===== config.mk =====
export PLATFORM = sky130hd
export DESIGN_NAME = trig_scheduler
export DESIGN_NICKNAME = d
export VERILOG_FILES = /design/src/rtl/trig_pkg.sv /design/src/rtl/trig_lut.sv /design/src/rtl/trig_scheduler.sv
export SDC_FILE = /design/constraint.sdc
export NUM_CORES = 1
export LEC_CHECK = 0
export ABC_CLOCK_PERIOD_IN_PS = 19100
export BUFFER_PORTS_ARGS = -buffer_cell sky130_fd_sc_hd__buf_2
export CAP_MARGIN = 20
export CELL_PAD_IN_SITES_DETAIL_PLACEMENT = 0
export CELL_PAD_IN_SITES_GLOBAL_PLACEMENT = 1
export CORE_ASPECT_RATIO = 1.75
export CORE_MARGIN = 5
export CORE_UTILIZATION = 30
export CTS_CLUSTER_DIAMETER = 60
export DETAILED_ROUTE_END_ITERATION = 10
export GPL_ROUTABILITY_DRIVEN = 0
export PLACE_DENSITY = 0.61
export SYNTH_ARGS = -nofsm -noshare
export SYNTH_HDL_FRONTEND = slang
export SYNTH_SLANG_ARGS = --single-unit

===== constraint.sdc =====
create_clock -name clk -period 19.1 [get_ports clk]
set_clock_uncertainty 0.2 [all_clocks]
set_input_delay 0.955 -clock clk [delete_from_list [all_inputs] [get_ports clk]]
set_output_delay 0.955 -clock clk [all_outputs]
set_load 0.05 [all_outputs]

===== src/rtl/trig_pkg.sv =====
// Shared widths, FSM state encoding and angle constants for the trig scheduler.
package trig_pkg;
  localparam int ANGLE_W = 10;
  localparam int VAL_W   = 21;
  localparam int DEG_90  = 90;
  localparam int DEG_180 = 180;
  localparam int DEG_360 = 360;

  typedef enum logic [1:0] {
    IDLE   = 2'd0,
    LOOKUP = 2'd1,
    RESP   = 2'd2
  } trig_state_t;
endpackage


===== src/rtl/trig_lut.sv =====
// Combinational sine/cosine table for integer degrees, scaled by 10^PRECISE.
// Cosine reuses the sine fold as sin(90 - angle); one quadrant is stored.
module trig_lut #(
  parameter int PRECISE = 3,
  parameter int ANGLE_W = trig_pkg::ANGLE_W,
  parameter int VAL_W   = trig_pkg::VAL_W
) (
  input  logic signed [ANGLE_W-1:0] i_angle,
  output logic signed [VAL_W-1:0]   o_sine,
  output logic signed [VAL_W-1:0]   o_cosine
);
  import trig_pkg::*;

  // sin(0..90 deg) x 1e6; rescaled to 10^PRECISE with round-half-up at elaboration.
  localparam int SIN_MICRO [0:90] = '{
         0,  17452,  34899,  52336,  69756,  87156, 104528, 121869, 139173, 156434,
    173648, 190809, 207912, 224951, 241922, 258819, 275637, 292372, 309017, 325568,
    342020, 358368, 374607, 390731, 406737, 422618, 438371, 453990, 469472, 484810,
    500000, 515038, 529919, 544639, 559193, 573576, 587785, 601815, 615661, 629320,
    642788, 656059, 669131, 681998, 694658, 707107, 719340, 731354, 743145, 754710,
    766044, 777146, 788011, 798636, 809017, 819152, 829038, 838671, 848048, 857167,
    866025, 874620, 882948, 891007, 898794, 906308, 913545, 920505, 927184, 933580,
    939693, 945519, 951057, 956305, 961262, 965926, 970296, 974370, 978148, 981627,
    984808, 987688, 990268, 992546, 994522, 996195, 997564, 998630, 999391, 999848,
    1000000
  };

  function automatic longint scale(longint micro);
    longint p;
    p = 1;
    for (int i = 0; i < PRECISE; i++) p = p * 10;
    return (micro * p + 64'sd500000) / 64'sd1000000;
  endfunction

  // Folds a degree value in -180..180 onto the 0..90 table index; -1 when out of range.
  function automatic int fold_idx(int d);
    int m;
    m = (d < 0) ? -d : d;
    if (m > DEG_90) m = DEG_180 - m;
    return (m < 0 || m > DEG_90) ? -1 : m;
  endfunction

  logic signed [VAL_W-1:0] w_tab [0:90];

  for (genvar g = 0; g <= 90; g++) begin : g_tab
    assign w_tab[g] = VAL_W'(scale(longint'(SIN_MICRO[g])));
  end

  int                      w_deg_s;
  int                      w_deg_c;
  int                      w_idx_s;
  int                      w_idx_c;
  logic signed [VAL_W-1:0] w_mag_s;
  logic signed [VAL_W-1:0] w_mag_c;

  always_comb begin
    w_deg_s = int'(i_angle);
    w_deg_c = DEG_90 - w_deg_s;
    if (w_deg_c > DEG_180) w_deg_c = w_deg_c - DEG_360;
    w_idx_s = fold_idx(w_deg_s);
    w_idx_c = fold_idx(w_deg_c);
    w_mag_s = (w_idx_s < 0) ? '0 : w_tab[w_idx_s[6:0]];
    w_mag_c = (w_idx_c < 0) ? '0 : w_tab[w_idx_c[6:0]];
    o_sine   = (w_deg_s < 0) ? -w_mag_s : w_mag_s;
    o_cosine = (w_deg_c < 0) ? -w_mag_c : w_mag_c;
  end
endmodule


===== src/rtl/trig_scheduler.sv =====
// Round-robin front end that shares one trig_lut among NUM_REQ requesters,
// returning each result with a per-requester valid/ack handshake.
module trig_scheduler #(
  parameter int NUM_REQ = 4,
  parameter int PRECISE = 3,
  parameter int ANGLE_W = trig_pkg::ANGLE_W,
  parameter int VAL_W   = trig_pkg::VAL_W
) (
  input  logic                       clk,
  input  logic                       rst,
  input  logic [NUM_REQ-1:0]         req,
  input  logic [NUM_REQ*ANGLE_W-1:0] angle_in,
  output logic [NUM_REQ-1:0]         grant,
  output logic [NUM_REQ-1:0]         rsp_valid,
  input  logic [NUM_REQ-1:0]         rsp_ack,
  output logic signed [VAL_W-1:0]    sine,
  output logic signed [VAL_W-1:0]    cosine,
  output logic                       busy
);
  import trig_pkg::*;

  localparam int PTR_W = (NUM_REQ > 1) ? $clog2(NUM_REQ) : 1;
  localparam logic [1:0] ST_IDLE   = IDLE;
  localparam logic [1:0] ST_LOOKUP = LOOKUP;
  localparam logic [1:0] ST_RESP   = RESP;
  localparam logic [NUM_REQ-1:0] ONE_HOT0 = NUM_REQ'(1);

  logic [1:0]                r_state;
  logic [PTR_W-1:0]          r_rr_ptr;
  logic [PTR_W-1:0]          r_owner;
  logic signed [ANGLE_W-1:0] r_angle;
  logic signed [VAL_W-1:0]   r_sine;
  logic signed [VAL_W-1:0]   r_cosine;

  logic [NUM_REQ-1:0]        w_req_rot;
  logic                      w_found;
  logic [PTR_W-1:0]          w_sel;
  logic [PTR_W-1:0]          w_next_ptr;
  logic signed [ANGLE_W-1:0] w_angle_sel;
  logic signed [VAL_W-1:0]   w_lut_sin;
  logic signed [VAL_W-1:0]   w_lut_cos;
  logic                      w_grant_en;

  // Rotate so bit 0 is the requester at rr_ptr; the lowest set bit wins.
  always_comb begin
    w_req_rot = NUM_REQ'({req, req} >> r_rr_ptr);
    w_found   = 1'b0;
    w_sel     = '0;
    for (int j = NUM_REQ - 1; j >= 0; j--) begin
      if (w_req_rot[j]) begin
        w_found = 1'b1;
        w_sel   = PTR_W'((int'(r_rr_ptr) + j) % NUM_REQ);
      end
    end
  end

  always_comb begin
    w_angle_sel = '0;
    for (int i = 0; i < NUM_REQ; i++) begin
      if (w_sel == PTR_W'(i)) w_angle_sel = angle_in[i*ANGLE_W +: ANGLE_W];
    end
  end

  assign w_next_ptr = (int'(w_sel) == NUM_REQ - 1) ? '0 : w_sel + 1'b1;

  trig_lut #(
    .PRECISE (PRECISE),
    .ANGLE_W (ANGLE_W),
    .VAL_W   (VAL_W)
  ) u_lut (
    .i_angle  (r_angle),
    .o_sine   (w_lut_sin),
    .o_cosine (w_lut_cos)
  );

  always_ff @(posedge clk or posedge rst) begin
    if (rst) begin
      r_state  <= ST_IDLE;
      r_rr_ptr <= '0;
      r_owner  <= '0;
      r_angle  <= '0;
      r_sine   <= '0;
      r_cosine <= '0;
    end else begin
      case (r_state)
        ST_IDLE: begin
          if (w_found) begin
            r_owner  <= w_sel;
            r_angle  <= w_angle_sel;
            r_rr_ptr <= w_next_ptr;
            r_state  <= ST_LOOKUP;
          end
        end
        ST_LOOKUP: begin
          r_sine   <= w_lut_sin;
          r_cosine <= w_lut_cos;
          r_state  <= ST_RESP;
        end
        ST_RESP: begin
          if (rsp_ack[r_owner]) r_state <= ST_IDLE;
        end
        default: r_state <= ST_IDLE;
      endcase
    end
  end

  // Grant is combinational, so it is masked while reset is held.
  assign w_grant_en = (r_state == ST_IDLE) && w_found && !rst;
  assign grant      = w_grant_en ? (ONE_HOT0 << w_sel) : '0;
  assign rsp_valid  = (r_state == ST_RESP) ? (ONE_HOT0 << r_owner) : '0;
  assign busy       = (r_state != ST_IDLE);
  assign sine       = r_sine;
  assign cosine     = r_cosine;
endmodule


==> summary.md, run 1 <==
| Metric | Value |
|---|---|
| Most frequent cells in the layout | `142 x nand2_1, 116 x nor2_1, 100 x buf_2` |
| Post-synth EDFFs | `0` |
| Core ar. | `29290 um2` |
| Die outline height | `237.3 um` |
| Area growth, synth to finish | `9.582%` |
| Simple-gate share of the synthesized area | `0.2728` |
| Unique masters post-synth | `125` |
| Num CTS Buffers | `5` |
| Port bufs | `100` |
| Slowest CP cell | `nor2b_1` |
| Synth Area in Compound Gates | `0.3498` |
| Syn avg cell area | `7.378 um2` |
| Synthesized flop and latch total | `52` |
| Least-Margin Pin Slew | `0.9774 ns` |
| Final hold violation count | `0` |
| Total track usage | `0.2024` |
| Post-Synth Adder-Cell Area | `0.06077` |
| Post-Syn Area | `about 8900 um2` |
| Clock Latency Late Sink | `0.32 ns` |
| Initial core utilization | `0.3023` |
| RSZ-0062 raised after global routing | `no` |
| Initial antenna violation count | `2` |
| Layout cell share with drive strength beyond 1 | `0.1823` |
| Post-synthesis cell count | `1200` |
| Fin crit period | `approximately 10 ns` |
| Final setup violating endpoints | `0` |
| Antenna-violating nets left | `0` |
| # IOs | `101` |
| Crit path max-delay family | `simple AND/OR/NAND/NOR gates` |
| Synthesis Warnings | `0` |
| Hold Buf Count CTS | `0` |
| Initial DRC Count | `~530` |
| Vias in the first global route | `9549` |
| Commonest non-fill, non-tap cell in the layout | `nand2_1` |
| Fill cells | `3229` |
| CTS root buf | `clkbuf_16` |
| Syn Nets | `around 1300` |
| Nature of the critical path startpoint | `register` |
| Cell mode on critical path | `ha_1` |
| Max cap viols | `0` |
| Crit Path Category | `reg -> reg` |
| Endpoint class of the critical path | `register` |
| Part of the Yosys area used for sequential elements | `0.1470` |
| Crit path required time | `19.05 ns` |
| Fin crit share | `0.5391` |
| Fin. max-slew vios | `0` |
| First-pass GRT wire length | `between 50 and 60 mm` |
| Maximum clock rate | `between 90 and 100 MHz` |
| Drt drc | `0` |
| Routed length per placed instance | `about 22 um` |
| Post-DR vias/cell | `slightly below 6` |
| Clock-pin slew on the worst setup and hold paths | `0.09 ns` |
| CTS tree | `yes` |
| Worst slew margin | `0.3434` |
| H-Tree Depth | `2` |
| Die Footprint | `33180 um2` |
| Worst path max stage delay | `0.69 ns` |
| Die width | `139.9 um` |
| CTS Buffer Depth | `2` |
| Pre-antenna DRT Iters | `5` |
| # Post-CTS Setup Buffers | `0` |
| Final nets | `between 1000 and 1500` |
| Asr flop ratio synth | `1.000` |
| Post-synthesis xor/xnor area fraction | `0.06699` |
| Core Rows | `83` |
| CP arrival | `10.25 ns` |
| CTS Sinks | `52` |
| Ys flop type | `dfrtp_1` |
| Buffer and inverter count on the worst path | `4` |
| Post-synthesis mux area share | `0.03321` |
| Post-CTS sizing | `0` |
| Total global routing overflow | `0` |
| WL final | `approximately 35 mm` |
| Main combinational cell family by area after synthesis | `compound AO/OA/AOI/OAI gates` |
| Outcome | `complete, no violations` |
| Vias after detailed routing | `9516` |
| Setup TNS Final | `0 ns` |
| HPWL after DPL | `27.33 mm` |
| Largest net degree at the start of global routing | `57` |
| Worst hold path class | `reg -> reg` |
| Crit path max fanout | `25` |
[registers in the layout (all words and copies together), names as in the netlist]
name      flops
r_state       2
r_angle      10
r_owner       2
sine         18
cosine       18
r_rr_ptr      2
[worst reg2reg max path: cells and delay by family (launching register included)]
kind | cells | cell delay (ns)
and+or+nand+nor | 11 | 3.39
DFF | 1 | 0.53
muxes | 2 | 0.24
buffers and inverters | 4 | 0.67
adders and majority gates | 5 | 1.83
AOI/OAI and AO/OA | 14 | 3.01
xor gates and xnor gates | 2 | 0.25
[synth_stat cells, types with 7 or more instances]
master	count	area [um2]
o21ai_1	19	95.09
o21ai_0	81	405.4
ha_1	43	538.0
buf_4	12	90.09
o211ai_1	18	135.1
a22oi_1	17	127.6
buf_2	20	100.1
nor2_2	7	43.79
nand3_1	33	165.2
nor4_1	8	50.05
clkbuf_1	46	172.7
o31ai_1	10	75.07
xor2_1	17	148.9
dfrtp_1	52	1301
and3_1	15	93.84
a21o_1	25	187.7
or3_1	14	87.58
a211oi_2	7	87.58
mux2i_1	20	200.2
nand2b_1	11	68.82
nor3_1	31	155.2
and2_1	11	68.82
a211o_1	7	61.31
o221ai_1	8	70.07
a21oi_1	71	355.3
nand4_1	13	81.33
inv_1	39	146.4
xnor2_1	37	324.1
nor2_1	116	435.4
nor2b_1	7	43.79
a211oi_1	13	97.59
a31oi_1	20	125.1
o32ai_1	8	70.07
o22ai_1	9	56.30
nand2_1	142	533.0
[logic make-up after synthesis]
family	after synthesis
xor gates and xnor gates	61
DFF	52
and+or+nand+nor	467
adders and majority gates	43
AOI/OAI and AO/OA	419
muxes	26
buffers and inverters	132
[cell type report]
cell class              count  area (um2)  area share
diodes                      2       5.005   0.0005159
clock buffers               5       125.1     0.01290
clock inverters             3       25.02    0.002579
inverters                  42       157.7     0.01625
multi-input cells        1016        6944      0.7158
flip-flops and latches     52        1301      0.1341
well taps                 382       478.0     0.04926
repair buffers            122       665.6     0.06861
[final timing paths]
kind	to	depth (start not counted)	slack, ns	startpoint
worst max-delay path	cosine[8]	38	8.80	r_angle[2]
min in group asynchronous	sine[7]	3	0.65	rst
worst max register to register	cosine[8]	38	8.80	r_angle[2]
worst min-delay path	sine[16]	1	0.28	sine[16]
max in group asynchronous	cosine[9]	3	17.52	rst
worst min register to register	sine[16]	1	0.28	sine[16]
[metrics by stage]
step | hold WS, ns | util | worst slack, ns | cells | instance area (um2)
after CTS | 0.2810 | 0.3311 | 8.961 | 1622 | 9697
after global placement | 0.2478 | 0.3260 | 9.264 | 1614 | 9547
after floorplan | 0.2943 | - | 10.89 | 1200 | 8853
final | 0.2761 | 0.3313 | 8.804 | 1624 | 9702
after global routing | 0.3004 | 0.3313 | 7.982 | 1624 | 9702
after detailed placement | 0.2602 | 0.3260 | 9.030 | 1614 | 9547
[per-layer routing]
layer | wire, um | GRT usage
met1 | 12550 | 0.2060
met2 | 19520 | 0.4034
met3 | 1020 | 0.01087
met4 | 2012 | 0.1096
met5 | 0 | 0
Power of run 1 is not shown: default switching activity piles up to over one toggle a cycle in this logic, so the estimate is an artifact.
==> run 2: changes to the inputs <==
- ABC_CLOCK_PERIOD_IN_PS: 19100 -> 10000
- clock period: 19.1 -> 10 ns (I/O delays scaled with it)
==> summary.md, run 2 (synthesis gave the netlist of run 1 again) <==
| Metric | Value |
|---|---|
| Outcome | `complete, no violations` |
| CTS tree | `yes` |
| Die Footprint | `33180 um2` |
| HPWL after DPL | `26.66 mm` |
| Layout cell share with drive strength beyond 1 | `0.1944` |
| Pre-antenna DRT Iters | `6` |
| Hold Buf Count CTS | `0` |
| Worst hold slack | `0.1904 ns` |
| Largest net degree at the start of global routing | `between 50 and 60` |
| WL final | `34.13 mm` |
| Num CTS Buffers | `5` |
| Antenna-violating nets left | `0` |
| First-pass GRT wire length | `around 54 mm` |
| Worst slack, placed | `0.5198 ns` |
| CTS root buf | `clkbuf_16` |
| Die width | `between 100 and 150 um` |
| Final nets | `1347` |
| CP arrival | `between 9 and 10 ns` |
| Fin crit period | `about 9 ns` |
| Total track usage | `0.1979` |
| Vias in the first global route | `9586` |
| # IOs | `just over 100` |
| H-Tree Depth | `2` |
| Ant. Diodes | `0` |
| Cell mode on critical path | `inv_1` |
| CTS Sinks | `52` |
| Core Rows | `between 80 and 90` |
| RR Endpoint | `cosine[8]` |
| Final WS setup | `between 0.8 and 0.9 ns` |
| Utilization after layout | `0.3356` |
| Post-DR vias/cell | `5.854` |
| Endpoint class of the critical path | `register` |
| Initial antenna violation count | `0` |
| Port bufs | `100` |
| Drt drc | `0` |
| Final setup violating endpoints | `0` |
| RSZ-0062 raised after global routing | `no` |
| Worst path max stage delay | `~0.63 ns` |
| Reg2reg path depth | `34` |
| Initial DRC Count | `616` |
| Fin crit share | `0.9154` |
| Vias after detailed routing | `9583` |
| Fin. max-slew vios | `0` |
| CTS Buffer Depth | `2` |
| Clock Latency Late Sink | `0.31 ns` |
| Clock-pin slew on the worst setup and hold paths | `0.07 ns` |
| Area growth, synth to finish | `10.99%` |
| Setup TNS Final | `0 ns` |
| R2R Setup Slk | `0.85 ns` |
| Least-Margin Pin Slew | `0.9634 ns` |
| Fill cells | `3220` |
| Crit path max fanout | `11` |
| Reg2reg start | `r_angle[2]` |
| Routed length per placed instance | `20.85 um` |
| Core ar. | `29290 um2` |
| Max cap viols | `0` |
| Nature of the critical path startpoint | `register` |
| Final hold violation count | `0` |
| Slowest CP cell | `nor3_1` |
| Commonest non-fill, non-tap cell in the layout | `nand2_1` |
| Worst hold path class | `in -> async` |
| Worst slew margin | `0.3528` |
| Maximum clock rate | `109.2 MHz` |
| Crit path required time | `9.96 ns` |
| Most frequent cells in the layout | `142 x nand2_1, 115 x nor2_1, 100 x buf_2` |
| Total global routing overflow | `0` |
| Crit Path Category | `reg -> reg` |
| Die outline height | `between 200 and 250 um` |
| Initial core utilization | `0.3023` |
[run 2: changes by cell type in the layout (fill, tap and decap cells not counted)]
cell       before  now
buf_4          22   37
diode_2         2    0
inv_6           2    0
a2111oi_1       1    0
a2111oi_2       1    2
clkinv_4        0    1
inv_8           0    1
nor2_1        116  115
nor2_2          7    8
nor2b_1         7    6
nor2b_4         0    1
[run 2: layer usage]
metal | GRT usage | up-vias | share of wire
li1 | - | 4567 | -
met1 | 0.2065 | 4565 | 0.36
met2 | 0.3921 | 333 | 0.55
met3 | 0.01208 | 118 | 0.034
met4 | 0.09727 | 0 | 0.053
met5 | 0 | - | 0
[run 2: how the worst max path moves through the flow]
stage	to	cells after the start	slack, ns	from
floorplan	cosine[8]	43	1.79	r_angle[2]
global placement	cosine[8]	37	0.71	r_angle[2]
detailed placement	cosine[8]	37	0.52	r_angle[2]
CTS	cosine[8]	37	0.47	r_angle[2]
global route	cosine[8]	36	0.1	r_angle[2]
finish	cosine[8]	34	0.85	r_angle[2]
[run 2: per-stage QoR]
step           instance area (um2)  cells
6_report                      9827   1637
5_1_grt                       9827   1637
4_1_cts                       9782   1633
3_5_place_dp                  9629   1625
3_3_place_gp                  9629   1625
2_1_floorplan                 8853   1200
[run 2: final cells by class]
class	instances	area, um2	share of cell area
clock buffers	5	125.1	0.01273
clock inverters	3	27.53	0.002801
inverters	42	157.7	0.01604
multi-input cells	1016	6959	0.7082
flip-flops and latches	52	1301	0.1324
well taps	382	478.0	0.04864
repair buffers	137	778.2	0.07920
[run 2: worst max-delay path: cells and delay by family (launching register included)]
kind / cells / cell delay (ns)
fa+ha+maj: 4 / 1.44
mux: 1 / 0.11
buf+inv: 6 / 0.74
compound gates: 13 / 3.17
flops: 1 / 0.58
simple gates: 7 / 2.05
xor+xnor: 3 / 0.68
[run 2: repair_timing]
action / 4_1_cts / 5_1_grt
resized for setup: 0 / 4
buffers inserted: 0 / 4
setup endpoints to repair: 0 / 17
Power of run 2 is left out for the same reason.
